<file path="config.mk">
export PLATFORM = sky130hd
export DESIGN_NAME = norm_stage
export DESIGN_NICKNAME = d
export VERILOG_FILES = /design/src/rtl/norm_stage.sv
export SDC_FILE = /design/constraint.sdc
export NUM_CORES = 1
export LEC_CHECK = 0
export BUFFER_PORTS_ARGS = -buffer_cell sky130_fd_sc_hd__buf_2
export CAP_MARGIN = 20
export CORE_UTILIZATION = 55
export DETAILED_ROUTE_END_ITERATION = 12
export GPL_ROUTABILITY_DRIVEN = 0
export PLACE_DENSITY = 0.85
export SLEW_MARGIN = 20
export SYNTH_ARGS = -nofsm -noshare
export SYNTH_HDL_FRONTEND = slang
export SYNTH_SLANG_ARGS = --single-unit
</file>
<file path="constraint.sdc">
create_clock -name CLK -period 4.57 [get_ports CLK]
set_input_delay 0.2285 -clock CLK [delete_from_list [all_inputs] [get_ports CLK]]
set_output_delay 0.2285 -clock CLK [all_outputs]
set_load 0.01 [all_outputs]
</file>
<file path="src/rtl/norm_stage.sv">
// Post-add normalization stage: fixes a carry-out with a sticky right shift, or
// left-shifts one bit per cycle until the hidden bit is set or the exponent bottoms out.
module norm_stage #(
  parameter int Significant_WD = 23,
  parameter int Exp_WD         = 8
) (
  input  logic                      CLK,
  input  logic                      RST,
  input  logic                      in_valid,
  output logic                      in_ready,
  input  logic [Significant_WD+4:0] in_sig,
  input  logic [Exp_WD-1:0]         in_exp,
  input  logic                      in_sign,
  output logic                      out_valid,
  input  logic                      out_ready,
  output logic [Significant_WD+3:0] out_sig,
  output logic [Exp_WD-1:0]         out_exp,
  output logic                      out_sign,
  output logic                      out_zero,
  output logic                      out_denorm,
  output logic                      out_ovf
);

  localparam int VW     = Significant_WD + 5;
  localparam int CARRY  = VW - 1;
  localparam int HIDDEN = VW - 2;
  localparam logic [Exp_WD-1:0] EXP_ONE = Exp_WD'(1);
  localparam logic [Exp_WD-1:0] EXP_MAX = '1;

  typedef enum logic [1:0] {IDLE, SHIFT, DONE} state_e;

  state_e state_q, state_d;

  // The carry bit is always zero once an operand has been accepted, so the
  // working vector only keeps hidden + fraction + guard bits.
  logic [Significant_WD+3:0] sig_q, sig_d;
  logic [Exp_WD-1:0]         exp_q, exp_d;
  logic                      sign_q, sign_d;
  logic                      zero_q, zero_d;
  logic                      denorm_q, denorm_d;
  logic                      ovf_q, ovf_d;

  logic [Significant_WD+3:0] sig_shl;
  logic [Exp_WD-1:0]         exp_dec;
  logic [Exp_WD-1:0]         exp_inc;

  // NOTE: state and datapath registers use non-blocking assignments so every
  // flop samples the pre-edge value; the datapath is reset too because the
  // outputs are required to read zero while in reset.
  always_ff @(posedge CLK or negedge RST) begin
    if (!RST) begin
      state_q  <= IDLE;
      sig_q    <= '0;
      exp_q    <= '0;
      sign_q   <= 1'b0;
      zero_q   <= 1'b0;
      denorm_q <= 1'b0;
      ovf_q    <= 1'b0;
    end else begin
      state_q  <= state_d;
      sig_q    <= sig_d;
      exp_q    <= exp_d;
      sign_q   <= sign_d;
      zero_q   <= zero_d;
      denorm_q <= denorm_d;
      ovf_q    <= ovf_d;
    end
  end

  assign sig_shl = {sig_q[Significant_WD+2:0], 1'b0};
  assign exp_dec = exp_q - EXP_ONE;
  assign exp_inc = in_exp + EXP_ONE;

  // NOTE: every signal assigned here gets a default first, so no path through
  // the case statement can leave one unassigned and infer a latch.
  always_comb begin
    state_d  = state_q;
    sig_d    = sig_q;
    exp_d    = exp_q;
    sign_d   = sign_q;
    zero_d   = zero_q;
    denorm_d = denorm_q;
    ovf_d    = ovf_q;
    unique case (state_q)
      IDLE: begin
        if (in_valid) begin
          sig_d    = in_sig[Significant_WD+3:0];
          exp_d    = in_exp;
          sign_d   = in_sign;
          zero_d   = 1'b0;
          denorm_d = 1'b0;
          ovf_d    = 1'b0;
          state_d  = DONE;
          if (in_sig[CARRY]) begin
            // Bits shifted out of the guard position fold into the sticky bit.
            sig_d = {in_sig[CARRY:2], in_sig[1] | in_sig[0]};
            exp_d = exp_inc;
            ovf_d = (exp_inc == EXP_MAX);
          end else if (in_sig == '0) begin
            exp_d  = '0;
            zero_d = 1'b1;
          end else if (in_sig[HIDDEN]) begin
            state_d = DONE;
          end else if (in_exp <= EXP_ONE) begin
            denorm_d = 1'b1;
          end else begin
            state_d = SHIFT;
          end
        end
      end
      SHIFT: begin
        sig_d = sig_shl;
        exp_d = exp_dec;
        if (sig_shl[HIDDEN]) begin
          state_d = DONE;
        end else if (exp_dec == EXP_ONE) begin
          state_d  = DONE;
          denorm_d = 1'b1;
        end
      end
      DONE: begin
        if (out_ready) state_d = IDLE;
      end
      default: state_d = IDLE;
    endcase
  end

  always_comb begin
    in_ready   = (state_q == IDLE);
    out_valid  = (state_q == DONE);
    out_sig    = sig_q;
    out_exp    = exp_q;
    out_sign   = sign_q;
    out_zero   = zero_q;
    out_denorm = denorm_q;
    out_ovf    = ovf_q;
  end

endmodule
</file>
# ---- Word-level counts from Yosys, hierarchy flattened
# Cells that the tools add are included.
dict set report word_totals {
  output_inout_bits 41
  inputBits 41
  wordCells 54
  reg_bits 41
}
dict set report classes {
  addsub 2
  n_eq_ne 9
  order_cmp 1
  n_mux 27
  n_reduce_logical 7
  n_bitwise 1
}
# cell n
set op_table {}
lappend op_table {{$mux 27} 2}
lappend op_table {{$pmux 27 s2} 1}
lappend op_table {{$logic_not 28->1} 1}
lappend op_table {{$mux 8} 3}
lappend op_table {{$mux 2} 8}
lappend op_table {{$pmux 8 s2} 1}
lappend op_table {{$mux 1} 10}
lappend op_table {{$add 8x1->8 const B} 1}
lappend op_table {{$eq 8x1->1 const B} 1}
lappend op_table {{$eq 8x8->1 const B} 1}
lappend op_table {{$le 8x1->1 const B} 1}
lappend op_table {{$sub 8x1->8 const B} 1}
lappend op_table {{$ne 2x2->1 const B} 3}
lappend op_table {{$pmux 2 s3} 1}
lappend op_table {{$reduce_and 2->1} 2}
lappend op_table {{$reduce_and 4->1} 1}
lappend op_table {{$ne 3x3->1 const B} 1}
lappend op_table {{$reduce_and 3->1} 1}
lappend op_table {{$eq 2x1->1 const B} 1}
lappend op_table {{$eq 2x2->1 const B} 1}
lappend op_table {{$logic_not 2->1} 1}
lappend op_table {{$ne 2x1->1 const B} 1}
lappend op_table {{$pmux 1 s2} 1}
lappend op_table {{$reduce_bool 2->1} 1}
lappend op_table {{$or 1x1->1} 1}

# ---- Longest topological paths before layout
dict set report depth {
  depth_word 7
  ltp_mapped 7
  mapped_depth_nobuf 7
}

# ---- Worst setup path before layout
# Ideal clock, no wire load.
dict set report synth_path {
  kind {reg-to-reg}
  start {reg exp_q[0] (netlist: out_exp[0])}
  end {reg denorm_q (netlist: out_denorm)}
  arrival_time_ps 1627
  n_path_buf 0
  setup_ps 77
  t_required_ps 4493
  path_slack_ps 2865
  period_less_slack_ps 1705
  stages_incl_launch_ff 8
  cell_sequence {dfrtp_1 -> inv_1 -> ha_1 -> nor3b_2 -> and3_1 -> o211ai_1 -> or3_1 -> a21oi_1}
}
dict set report synth_via {
  elab_chain_len 4
}
# item line
set synth_rtl {}
lappend synth_rtl {{from (decl)} 37} ;# logic [Exp_WD-1:0] exp_q, exp_d;
lappend synth_rtl {{from (signal assigned)} 62} ;# exp_q <= exp_d;
lappend synth_rtl {{$sub 8x1->8} 71} ;# assign exp_dec = exp_q - EXP_ONE;
lappend synth_rtl {{$eq 8x1->1} 116} ;# end else if (exp_dec == EXP_ONE) begin
lappend synth_rtl {{$ne 2x2->1 (no source line)} -}
lappend synth_rtl {{$reduce_and 4->1 (no source line)} -}
lappend synth_rtl {{to (signal assigned)} 65} ;# denorm_q <= denorm_d;
lappend synth_rtl {{to (decl)} 40} ;# logic denorm_q, denorm_d;
# No other way between the ends.
# A chain may end at the register's enable or synchronous reset.

# ---- Worst setup path after layout
dict set report layout_path {
  start {reg state_q[1]}
  end {reg exp_q[3] (netlist: out_exp[3])}
}
dict set report layout_via {
  elab_chain_len 3
  elab_cells_between_ends 6
  classes_between {eq/ne: 2; mux: 1; reduce/logical: 3}
}
# item line
set layout_rtl {}
lappend layout_rtl {{from (decl)} 32} ;# state_e state_q, state_d;
lappend layout_rtl {{from (signal assigned)} 60} ;# state_q <= state_d;
lappend layout_rtl {{$eq 2x1->1 / $logic_not 2->1 (equally long branches)} 84} ;# unique case (state_q)
lappend layout_rtl {{$reduce_bool 2->1 (no source line) / $ne 2x2->1 (equally long branches)} -}
lappend layout_rtl {{$reduce_and 2->1 (no source line)} -}
# Several ways; a longest one is shown, not always the timed one.

==> impl_metrics.json <==
{
  "finish.cell_count_without_fillers": 387,
  "cp-start-kind": "flip-flop",
  "die_h_um": 70.6,
  "pwr-share-clk_pct": 18.8,
  "fin_crit_ns": 2.06,
  "r2r_slack_ns": 2.51,
  "overflow": 0,
  "max_cap_viol_count": 0,
  "num_rows": 24,
  "end_kind": "flip-flop",
  "postSynthCellCount": 267,
  "ys_types": 46,
  "die_width_um": 70.6,
  "grt_pass1_vias": 2165,
  "clkSlewWorstSetupHoldPaths_ns": 0.09,
  "port_buffers": 81,
  "place_area_um2": 2950,
  "first_pass_iters": 8,
  "status": "complete, but fails checks",
  "synth_seq_cells": 41,
  "initial_core_util_pct": 58.2,
  "pwr_density_cell_nw_per_um2": 618,
  "irDropWorstVdd_mv": 0.267,
  "coreArea_um2": 4440,
  "grtUsageTotal_pct": 26.4,
  "intPower_mw": 1.13,
  "cts_setup_buffers": 0,
  "fin_area_um2": 3090,
  "clock_latency_ns": 0.31,
  "seq_area_frac_synth_pct": 39.7,
  "ios": 82,
  "async_reset_ff_share_pct": 100,
  "antenna_found_initial": 0,
  "rsz0062_at_grt": "no",
  "hold_violations": 0,
  "syn_area_um2": 2590,
  "cts_buffers": 5,
  "fmax_mhz": 485,
  "htree_levels": 2,
  "power.switching_mw": 0.776,
  "slew_headroom_pct": 35.1,
  "vias_per_cell": 6.29,
  "synth_common_cells": "41 x dfrtp_1, 33 x nor2_1, 25 x a221o_1, 25 x mux2i_1, 16 x nand2_1",
  "drc": 6,
  "power_leakage_nw": 1.48,
  "yosysMostFrequentCell": "dfrtp_1",
  "fin_crit_sh_pct": 45.2,
  "utilization_pct": 69.4,
  "slew_viol_final": 0,
  "crit_end": "out_exp[3]",
  "r2r-end": "out_exp[3]",
  "cp_max_fo": 34,
  "power_mw": 1.91,
  "cp_data_required_time_ns": 4.79,
  "r2r-start": "state_q[1]",
  "power_frac_seq_pct": 37.3,
  "crit_chain": "and2b_2 > nor2_4 > or3_1 > a22oi_2",
  "routedWlPerCell_um": 16.6,
  "drt_iter0_markers": 274,
  "cts_resized": 0,
  "synth_fp_nets": 314,
  "critical_path.top_delay_family": "simple AND/OR/NAND/NOR gates",
  "final.setup.tns_ns": 0,
  "path_buf_inv": 0,
  "p_comb_share_pct": 43.8,
  "synth_edf_count": 0,
  "violations": "design-rule violations",
  "synthTopCellsByArea": "dfrtp_1 40%, a221o_1 9.7%, mux2i_1 9.7%, nor2_1 4.8%, ha_1 2.9%",
  "syn_area_per_cell_um2": 9.69,
  "drive_above_1_share_pct": 30.1,
  "ant_nets": 0,
  "synth_flop_cell": "dfrtp_1",
  "num-fill-cells": 354,
  "die-area_um2": 4980,
  "arrival_ns": 2.29,
  "ys_warn_count": 0,
  "ff2ff_path_depth": 4,
  "area_growth_pct": 19.2,
  "dp_hpwl_mm": 4.55,
  "post-place-cells": 379,
  "skew_ns": 0.0144,
  "cts_num_sinks": 41,
  "final_net_count": 381,
  "finalWirelength_mm": 6.42,
  "p_sw_share_pct": 40.7,
  "synth_top_area_cell": "dfrtp_1",
  "root_buffer": "clkbuf_8",
  "criticalPathCategory": "flip-flop to flip-flop",
  "num_antenna_cells": 0,
  "worst_pin_slew_ns": 0.973,
  "grt_pass1_wl_mm": 10.4,
  "cp-startpoint": "state_q[1]",
  "cp_slowest_cell": "and2b_2",
  "hold_path_class": "primary input to async pin",
  "cpPeakStageDelay_ns": 0.68,
  "vias": 2434,
  "setup-violations-final": 0,
  "cts_max_path_buffers": 2,
  "cts_tree": "yes",
  "grt_max_degree": 46,
  "synth_top_area_share_pct": 39.7,
  "holdBufCountCts": 0,
  "cp.depth": 4
}
==> logic make-up after synthesis <==
kind of cell,after synthesis,synth area share (%)
AOI/OAI and AO/OA,59,18.5
xor gates and xnor gates,12,4.06
adders and majority gates,6,2.90
buffers and inverters,27,5.17
DFF,41,39.7
muxes,25,9.67
and+or+nand+nor,97,20.0
==> worst min-delay path by stage <==
stage,to,slack (ns),cells after the start
final,out_sig[1],0.03,1
after detailed placement,out_sig[4],0.41,1
after global placement,out_sig[5],0.40,1
after global routing,out_sig[1],0.13,1
after CTS,out_sig[4],0.08,1
after floorplan,out_denorm,-0.07,0
==> routing by layer <==
layer  track usage, %  vias to the layer above  part of all wire [%]
met2             40.7                       95                    47
met5                0                        -                     0
met3             4.13                       15                   5.7
met1             37.5                     1190                    44
li1                 -                     1134                     -
met4             10.9                        0                   2.6
==> layout make-up <==
cell class,instances,area (um2),share of cell area [%]
clock inverter,3,68.8,2.23
multi-input combinational,199,1430,46.3
inverter,6,22.5,0.730
tap,52,65.1,2.11
clock buffer,5,68.8,2.23
sequential,41,1030,33.3
timing repair buffer,81,405,13.1
==> placed cells by master, fill, tap and decap left out, types with 4 or more instances in the layout <==
master,netlist,layout
buf_2,8,81
dfrtp_1,41,41
nor2_1,33,33
mux2i_1,25,25
a221o_1,25,25
nand2_1,16,16
a21oi_1,13,13
xnor2_1,8,8
nand3_1,8,8
nor4_1,8,8
inv_1,6,6
ha_1,6,6
o21ai_0,5,5
clkbuf_8,0,5
nor2b_1,4,4
xor2_1,4,4
==> stage by stage <==
step	setup WS, ns	hold slack (ns)
5_1_grt	2.40	0.128
3_5_place_dp	2.14	0.409
2_1_floorplan	2.87	-0.0671
3_3_place_gp	2.21	0.397
6_report	2.51	0.0291
4_1_cts	2.09	0.0771
==> flip-flops by register name (all words and copies together) (netlist names) <==
name,flops
out_denorm,1
out_sign,1
out_zero,1
out_exp,8
out_sig,27
out_ovf,1
state_q,2
==> power by group through the flow <==
| stage | logic, mW | clock network [mW] | registers, mW |
|---|---|---|---|
| 2_1_floorplan | 0.497 | 0 | 0.759 |
| 4_1_cts | 0.838 | 0.357 | 0.710 |
| 5_1_grt | 0.917 | 0.370 | 0.736 |
| 3_5_place_dp | 0.836 | 0 | 0.713 |
| 3_3_place_gp | 0.811 | 0 | 0.706 |
| 6_report | 0.836 | 0.359 | 0.712 |
No activity file was read; power rests on OpenSTA's default activity.
